==> src/rtl/lif_array.sv <==
// ---------------------------------------------------------------------------
// lif_array -- array of independent leaky integrate-and-fire neurons.
//
// Each channel holds an unsigned membrane potential v. On a time step
// (step=1) a channel that is not refractory leaks by v >> leak_shift,
// integrates its input current, saturates at 2^WIDTH-1 and fires if the
// result reaches the shared threshold. A firing channel resets (to zero or
// by subtracting the threshold) and enters a refractory period of
// refrac_len steps during which its input is ignored.
//
// Ports
//   clk          clock, rising edge
//   reset_n      synchronous active-low reset (overrides step)
//   step         time-step strobe
//   current      CHANNELS x WIDTH unsigned input currents, channel i at [i*WIDTH +: WIDTH]
//   threshold    shared firing threshold, 0 disables firing
//   leak_shift   decay shift, 0 disables leak
//   refrac_len   refractory steps after a spike
//   reset_mode   0 = reset-to-zero, 1 = reset-by-subtraction
//   spike        registered one-cycle spike pulse per channel
//   membrane     registered membrane potentials, same packing as current
//   spike_total  saturating count of all spikes emitted
// ---------------------------------------------------------------------------
module lif_array #(
    parameter int WIDTH       = 8,
    parameter int CHANNELS    = 4,
    parameter int REFRAC_BITS = 3
) (
    input  logic                      clk,
    input  logic                      reset_n,
    input  logic                      step,
    input  logic [CHANNELS*WIDTH-1:0] current,
    input  logic [WIDTH-1:0]          threshold,
    input  logic [2:0]                leak_shift,
    input  logic [REFRAC_BITS-1:0]    refrac_len,
    input  logic                      reset_mode,
    output logic [CHANNELS-1:0]       spike,
    output logic [CHANNELS*WIDTH-1:0] membrane,
    output logic [15:0]               spike_total
);

    logic [CHANNELS-1:0] spike_d;
    logic [CHANNELS-1:0] spike_q;
    logic [15:0]         total_d;
    logic [15:0]         total_q;

    genvar gi;
    generate
        for (gi = 0; gi < CHANNELS; gi++) begin : g_chan
            logic [WIDTH-1:0]       v_q;
            logic [WIDTH-1:0]       v_d;
            logic [REFRAC_BITS-1:0] rc_q;
            logic [REFRAC_BITS-1:0] rc_d;
            logic                   spk_d;
            logic [WIDTH-1:0]       cur;
            logic [WIDTH-1:0]       leak;
            logic [WIDTH:0]         v_raw;
            logic [WIDTH-1:0]       v_sat;
            logic                   fire;

            assign cur = current[gi*WIDTH +: WIDTH];

            always_comb begin
                leak  = (leak_shift == 3'd0) ? '0 : (v_q >> leak_shift);
                // leak <= v, so the subtraction cannot underflow; the extra
                // bit only catches the carry out of the current addition.
                v_raw = {1'b0, v_q} - {1'b0, leak} + {1'b0, cur};
                v_sat = v_raw[WIDTH] ? {WIDTH{1'b1}} : v_raw[WIDTH-1:0];
                fire  = (threshold != '0) && (v_sat >= threshold);

                v_d   = v_q;
                rc_d  = rc_q;
                spk_d = 1'b0;
                if (step) begin
                    if (rc_q != '0) begin
                        rc_d = rc_q - 1'b1;
                    end else if (fire) begin
                        spk_d = 1'b1;
                        v_d   = reset_mode ? (v_sat - threshold) : '0;
                        rc_d  = refrac_len;
                    end else begin
                        v_d = v_sat;
                    end
                end
            end

            always_ff @(posedge clk) begin
                if (!reset_n) begin
                    v_q  <= '0;
                    rc_q <= '0;
                end else begin
                    v_q  <= v_d;
                    rc_q <= rc_d;
                end
            end

            assign spike_d[gi]                  = spk_d;
            assign membrane[gi*WIDTH +: WIDTH]  = v_q;
        end
    endgenerate

    // The counter is advanced by the spikes being registered this cycle so
    // that spike_total is coherent with the spike vector shown alongside it.
    always_comb begin
        logic [16:0] sum;
        sum = {1'b0, total_q};
        for (int i = 0; i < CHANNELS; i++) begin
            sum = sum + {16'd0, spike_d[i]};
        end
        total_d = (sum > 17'd65535) ? 16'hFFFF : sum[15:0];
    end

    always_ff @(posedge clk) begin
        if (!reset_n) begin
            spike_q <= '0;
            total_q <= '0;
        end else begin
            spike_q <= spike_d;
            total_q <= total_d;
        end
    end

    assign spike       = spike_q;
    assign spike_total = total_q;

endmodule

==> config.mk <==
export PLATFORM = sky130hd
export DESIGN_NAME = lif_array
export DESIGN_NICKNAME = d
export VERILOG_FILES = /design/src/rtl/lif_array.sv
export SDC_FILE = /design/constraint.sdc
export NUM_CORES = 1
export LEC_CHECK = 0
export ABC_AREA = 1
export BUFFER_PORTS_ARGS = -buffer_cell sky130_fd_sc_hd__buf_2
export CAP_MARGIN = 10
export CORE_UTILIZATION = 50
export DETAILED_ROUTE_END_ITERATION = 7
export PLACE_DENSITY = 0.7
export SLEW_MARGIN = 20
export SYNTH_ARGS = -nofsm -noshare
export SYNTH_HDL_FRONTEND = slang
export SYNTH_SLANG_ARGS = --single-unit
==> constraint.sdc <==
create_clock -name clk -period 15.99 [get_ports clk]
set_clock_uncertainty 0.05 [all_clocks]
set_input_delay 2.3985 -clock clk [delete_from_list [all_inputs] [get_ports clk]]
set_output_delay 2.3985 -clock clk [all_outputs]
set_load 0.02 [all_outputs]
After elaboration in Yosys (flattened, before gate mapping)
Index checks and enable logic that the tools add are counted.
{ "word_totals": {"reg_bits": 64, "inputBits": 50, "output_inout_bits": 52, "elab_cells": 102} }
{ "classes": {"n_addsub": 20, "n_lt_le_gt_ge": 5, "shift": 4, "muxes": 37, "bitwise_logic": 4, "reduce_logical": 22} }
{ "ops": {"columns": ["op", "count"], "rows": [
  ["8-bit two-way mux", 16],
  ["17-bit by 1-bit adder with 17-bit output", 3],
  ["9-bit by 8-bit adder with 9-bit output", 4],
  ["8-bit by 8-bit subtractor with 9-bit output", 4],
  ["8-bit greater-or-equal comparator", 4],
  ["8-bit by 3-bit >> shifter with 8-bit output", 4],
  ["8-bit subtractor", 4],
  ["3-bit two-way mux", 8],
  ["16-bit by 1-bit adder with 17-bit output", 1],
  ["17-bit by 16-bit greater-than comparator with 1-bit output (second input constant)", 1],
  ["16-bit two-way mux", 1],
  ["2-bit AND reduction", 8],
  ["1-bit two-way mux", 12],
  ["3-bit nonzero test", 4],
  ["3-bit by 1-bit subtractor with 3-bit output (second input constant)", 4],
  ["2-bit nonzero test", 4],
  ["8-bit nonzero test", 1],
  ["1-bit logical AND", 4],
  ["1-bit NOT", 4],
  ["3-bit zero test", 1]
]} }

Longest topological paths before layout
{ "depth": {"word_depth": 16, "depth_mapped": 43, "mapped_depth_nobuf": 42} }

Worst setup path after synthesis
Ideal clock, no wire load.
{ "synth_path": {"kind": "input to register", "from": "in leak_shift[1]", "to": "reg total_q[10] (netlist: spike_total[10])", "setup_time_ns": 0.068, "t_arrival_ns": 8.224, "path_slack_ns": 7.648, "stages": 36, "path_buffers": 2, "path_cell_list": "clkbuf_1 -> nor2_2 -> nand2_2 -> inv_1 -> nand2_1 -> o221ai_1 -> nor2_1 -> nor2_1 -> fa_1 -> fa_1 -> nand3b_1 -> nand2_1 -> nand2_1 -> nand2_1 -> nand2_1 -> nand2_1 -> nand2_1 -> ha_1 -> or2_2 -> nand3_1 -> nand3_1 -> nand2_4 -> inv_1 -> nand2_1 -> inv_1 -> fa_1 -> inv_1 -> fa_1 -> inv_1 -> fa_1 -> nand3_2 -> nor3_4 -> and2_4 -> nand3_4 -> buf_6 -> a21oi_2"} }
{ "synth_between": {"elab_chain_len": 16, "elab_cells_between_ends": 47, "classes_between": "12 x add/sub; 5 x order compare; 4 x shift; 21 x mux; 5 x reduce/logical"} }
{ "synth_rtl": {"columns": ["element", "line", "rtl"], "rows": [
  ["start, declared", "34", "input logic [2:0] leak_shift,"],
  ["8-bit by 3-bit >> shifter with 8-bit output or 3-bit zero test (tied branches)", "64", "leak = (leak_shift == 3'd0) ? '0 : (v_q >> leak_shift);"],
  ["8-bit two-way mux *", "64", null],
  ["8-bit by 8-bit subtractor with 9-bit output *", "67", "v_raw = {1'b0, v_q} - {1'b0, leak} + {1'b0, cur};"],
  ["9-bit by 8-bit adder with 9-bit output *", "67", null],
  ["8-bit two-way mux *", "68", "v_sat = v_raw[WIDTH] ? {WIDTH{1'b1}} : v_raw[WIDTH-1:0];"],
  ["8-bit greater-or-equal comparator *", "69", "fire = (threshold != '0) && (v_sat >= threshold);"],
  ["1-bit logical AND *", "69", null],
  ["1-bit two-way mux *", "77", "end else if (fire) begin"],
  ["1-bit two-way mux *", "75", "if (rc_q != '0) begin"],
  ["1-bit two-way mux *", "74", "if (step) begin"],
  ["via g_chan[0].spk_d", "54", "logic spk_d;"],
  ["16-bit by 1-bit adder with 17-bit output *", "108", "sum = sum + {16'd0, spike_d[i]};"],
  ["17-bit by 1-bit adder with 17-bit output * (3 in series)", "108", null],
  ["17-bit by 16-bit greater-than comparator with 1-bit output", "110", "total_d = (sum > 17'd65535) ? 16'hFFFF : sum[15:0];"],
  ["16-bit two-way mux *", "110", null],
  ["end signal, assigned", "119", "total_q <= total_d;"],
  ["end, declared", "45", "logic [15:0] total_q;"]
]} }
Mark *: on every way through the listed nets, which the timed path passes. The rest lies on a longest branch.
A chain may end at the register's enable or synchronous reset.

Worst setup path in the final report
{ "layout_path": {"from": "in leak_shift[1]", "to": "reg total_q[15] (netlist: spike_total[15])"} }
The elaborated chain is that of the path after synthesis.

==> run summary <==
The run finished with clean final reports. Post-CTS timing repair inserted 0 buffers for setup. The critical hold path startpoint is g_chan[2].rc_q[1]$_SDFFE_PN0P_. The number of setup violations in the final report came out at 0. The number of buffers on the longest clock path came out at 2. The placed wire-length estimate after detailed placement is 19200 µm. The DRC violation count after routing is 0.

The synthesized area per cell is about 6.0 µm². The initial utilization of the core area, before any placement, comes to 0.519. The minimum clock period after layout came out at ~9.5 ns.

The capture point of the worst reg-to-reg path is spike_total[15]$_SDFF_PN0_. The number of antenna violations at the first check in global routing is 0. Sorting the synthesized cells by how often they occur yields sky130_fd_sc_hd__nand2_1, sky130_fd_sc_hd__inv_1, sky130_fd_sc_hd__nor2_1.

The number of iterations in the first detailed-routing pass came out at 4. The worst hold endpoint is g_chan[2].rc_q[1]$_SDFFE_PN0P_. The top-level I/O count came out at 102.

The number of instances in the synthesized netlist came out at 1404. The pin count of the biggest net entering global routing came out at 50. Wires add up to 23800 µm. The fraction of final layout cells with drive strength greater than 1 is 0.106. The total number of vias came out at 8677. Once the clock tree was built, the resizer swapped 0 gates to a different size. The kind of critical path is primary input to register. The count of flip-flops with a built-in enable after synthesis is 0. The per-cell via count in the routed design came out at between 5 and 6. The setup check on the worst reg-to-reg path leaves a slack of approximately 9.2 ns. In this run the worst hold path is classified as register to register.

The required time at the worst-slack endpoint is about 16 ns. The arrival time of the worst setup path came out at 9.71 ns. At the pin with the least slew margin, the transition time is 0.786 ns. The count of warnings emitted by yosys is 0.

The number of hold buffers added after cts came out at 0. Timing would allow up to ~0.11 GHz. The number of register bits inferred by synthesis is 64. In the final design database the tool counted 1664 nets. Together, buffers and inverters on the worst path number 8.

The maximum cell stage delay along the critical path came out at approximately 0.66 ns. Among all flip-flop cells after synthesis, the most frequent one is sky130_fd_sc_hd__dfxtp_1. Ranked by total cell area, the synthesized netlist is headed by sky130_fd_sc_hd__nand2_1, sky130_fd_sc_hd__dfxtp_1, sky130_fd_sc_hd__inv_1. The number of hold-slack violations in the final timing report is 0. Of the synthesized area, sequential elements account for 0.153.

The number of maximum-capacitance violations is 0. The total negative setup slack is 0 ns. The later-pin clock latency in the skew report came out at ~0.35 ns. The post-CTS clock slew at the launch and capture registers of the worst setup and hold paths came out at about 0.060 ns.

The die is 131 µm wide. After the first detailed-routing iteration, the DRC count stood at between 600 and 700. The startpoint identified for the worst register-to-register timing path is g_chan[0].v_q[6]$_SDFFE_PN0P_. After floorplanning, the core was sized to cover approximately 16000 µm². Of the available clock period, the critical path in the final layout requires 0.592. The count of pins over their slew limit is 0. The slowest library cell on the worst path is sky130_fd_sc_hd__nor2_1. The biggest area contributor in the post-synthesis netlist is sky130_fd_sc_hd__nand2_1. The TritonCTS sink count came out at 64. The type of element capturing the critical path is a register. The number of unique standard cell types used by synthesis is 39.

After global routing the overflow that remains totals 0. Setup repair after global routing left no endpoint under its margin. The global-route wire length before repair is 38200 µm. The max-slew headroom at the worst pin is 0.474. Dividing the detail-routed wire length by the instance count gives 13.8 µm. The final cell area excluding filler cells came out at 9380 µm². The utilization of the core after routing came out at 0.582. The maximum fanout encountered on the critical timing path is 15. The number of clock buffers inserted by TritonCTS came out at 9.

From synthesis to final layout, the design area changed by 12.1%. The total routing usage reported by global routing is 0.279. The tree is rooted in a sky130_fd_sc_hd__clkbuf_16. The worst slack on hold paths is 0.415 ns.

The area enclosed by the die boundary came out at 17300 µm². The post-synthesis net count came out at 1570. The vertical die dimension is 131 µm. The cell with the most instances after synthesis is sky130_fd_sc_hd__nand2_1. In this design, the largest share of critical-path delay is due to simple AND/OR/NAND/NOR gates. The count of nets left with antenna violations once routing finished came out at 0. Counting instances, the worst hold path has a depth of 2. The congestion estimate from routability-driven global placement came to 1.00. The count of buffers added on input and output ports is 101. The synthesized netlist occupies a cell area of approximately 8400 µm². The number of standard-cell rows in the floorplan came out at 46. The maximum level of the CTS H-tree is 3. The async set or reset register ratio after synthesis came out at 0. The number of global-route vias before repair is 7838. TritonCTS built the clock tree. By instance count, the cell type seen most on the critical path is sky130_fd_sc_hd__nand2_1. The area after detailed placement is 9070 µm². The depth of the worst register-to-register path is 36. STA classifies the critical path startpoint as a primary input. The portion of synthesized cell area occupied by the leading cell type is 0.189. The total inserted antenna cells is 0.
==> kinds of logic after synthesis <==
group,synth area share
AO/OA/AOI/OAI,0.113
XOR/XNOR,0.0272
adder cells (fa/ha/maj),0.205
buffers and inverters,0.154
flip-flops,0.153
multiplexers,0.00359
AND/OR/NAND/NOR,0.344
==> cells in the final DEF, fill, tap and decap left out, drive strengths merged <==
| master | netlist | routed |
|---|---|---|
| nor2 | 136 | 136 |
| fa | 35 | 35 |
| dfxtp | 64 | 64 |
| xnor2 | 13 | 13 |
| clkinvlp | 0 | 3 |
| a211oi | 4 | 4 |
| or2 | 9 | 9 |
| buf | 5 | 103 |
| bufinv | 0 | 1 |
| nand3b | 10 | 10 |
| o21bai | 1 | 1 |
| inv | 319 | 320 |
| nand3 | 85 | 85 |
| clkinv | 2 | 4 |
| o21ai | 60 | 60 |
| nand4 | 9 | 9 |
| ha | 81 | 81 |
| mux2i | 3 | 3 |
| o211ai | 3 | 3 |
| xor2 | 13 | 13 |
| o221ai | 9 | 9 |
| clkbuf | 15 | 9 |
| a31oi | 3 | 3 |
| nor3 | 10 | 10 |
| o21a | 4 | 4 |
| a21oi | 82 | 82 |
| and2 | 2 | 2 |
| nand2 | 427 | 427 |
==> routing by layer <==
layer / track usage / vias up / wire, µm / share of wire
li1: - / 4510 / - / -
met2: 0.451 / 284 / 10700 / 0.45
met1: 0.372 / 3839 / 10800 / 0.46
met4: 0.108 / 0 / 723 / 0.030
met3: 0.0421 / 44 / 1530 / 0.064
met5: 0 / - / 0 / 0
==> layout make-up <==
cell class / instances / area [µm²]
inverter: 321 / 1200
sequential: 64 / 1280
clock inverter: 7 / 81.3
multi-input combinational: 999 / 5790
timing repair buffer: 103 / 520
clock buffer: 9 / 225
tap: 216 / 270
fill: 1675 / 6740
==> worst max path at each step <==
stage	start	endpoint	slack, ns	cells after the start
after floorplan	leak_shift[1]	spike_total[10]$_SDFF_PN0_	7.65	36
after global placement	leak_shift[1]	spike_total[15]$_SDFF_PN0_	6.49	36
after detailed placement	leak_shift[1]	spike_total[15]$_SDFF_PN0_	6.26	36
after CTS	leak_shift[1]	spike_total[15]$_SDFF_PN0_	6.61	36
after global routing	leak_shift[1]	spike_total[15]$_SDFF_PN0_	5.89	37
final	leak_shift[1]	spike_total[15]$_SDFF_PN0_	6.53	36
==> worst min-delay path: cells and delay by family, from the launching register on <==
kind,cells,cell delay [ns]
AOI/OAI and AO/OA,1,0.05
DFF,1,0.31
and+or+nand+nor,1,0.06
==> state kept, by name (all words and copies together) (netlist names) <==
signal       cells
g_chan.v_q      32
spike_total     16
g_chan.rc_q     12
spike            4
==> metrics by stage <==
stage	cells	worst slack, ns
floorplan	1404	7.65
global placement	1703	6.49
detailed placement	1703	6.26
CTS	1719	6.61
global route	1719	5.89
finish	1719	6.53
Power is not shown: default switching activity piles up to over one toggle a cycle in this logic, so the estimate is an artifact.
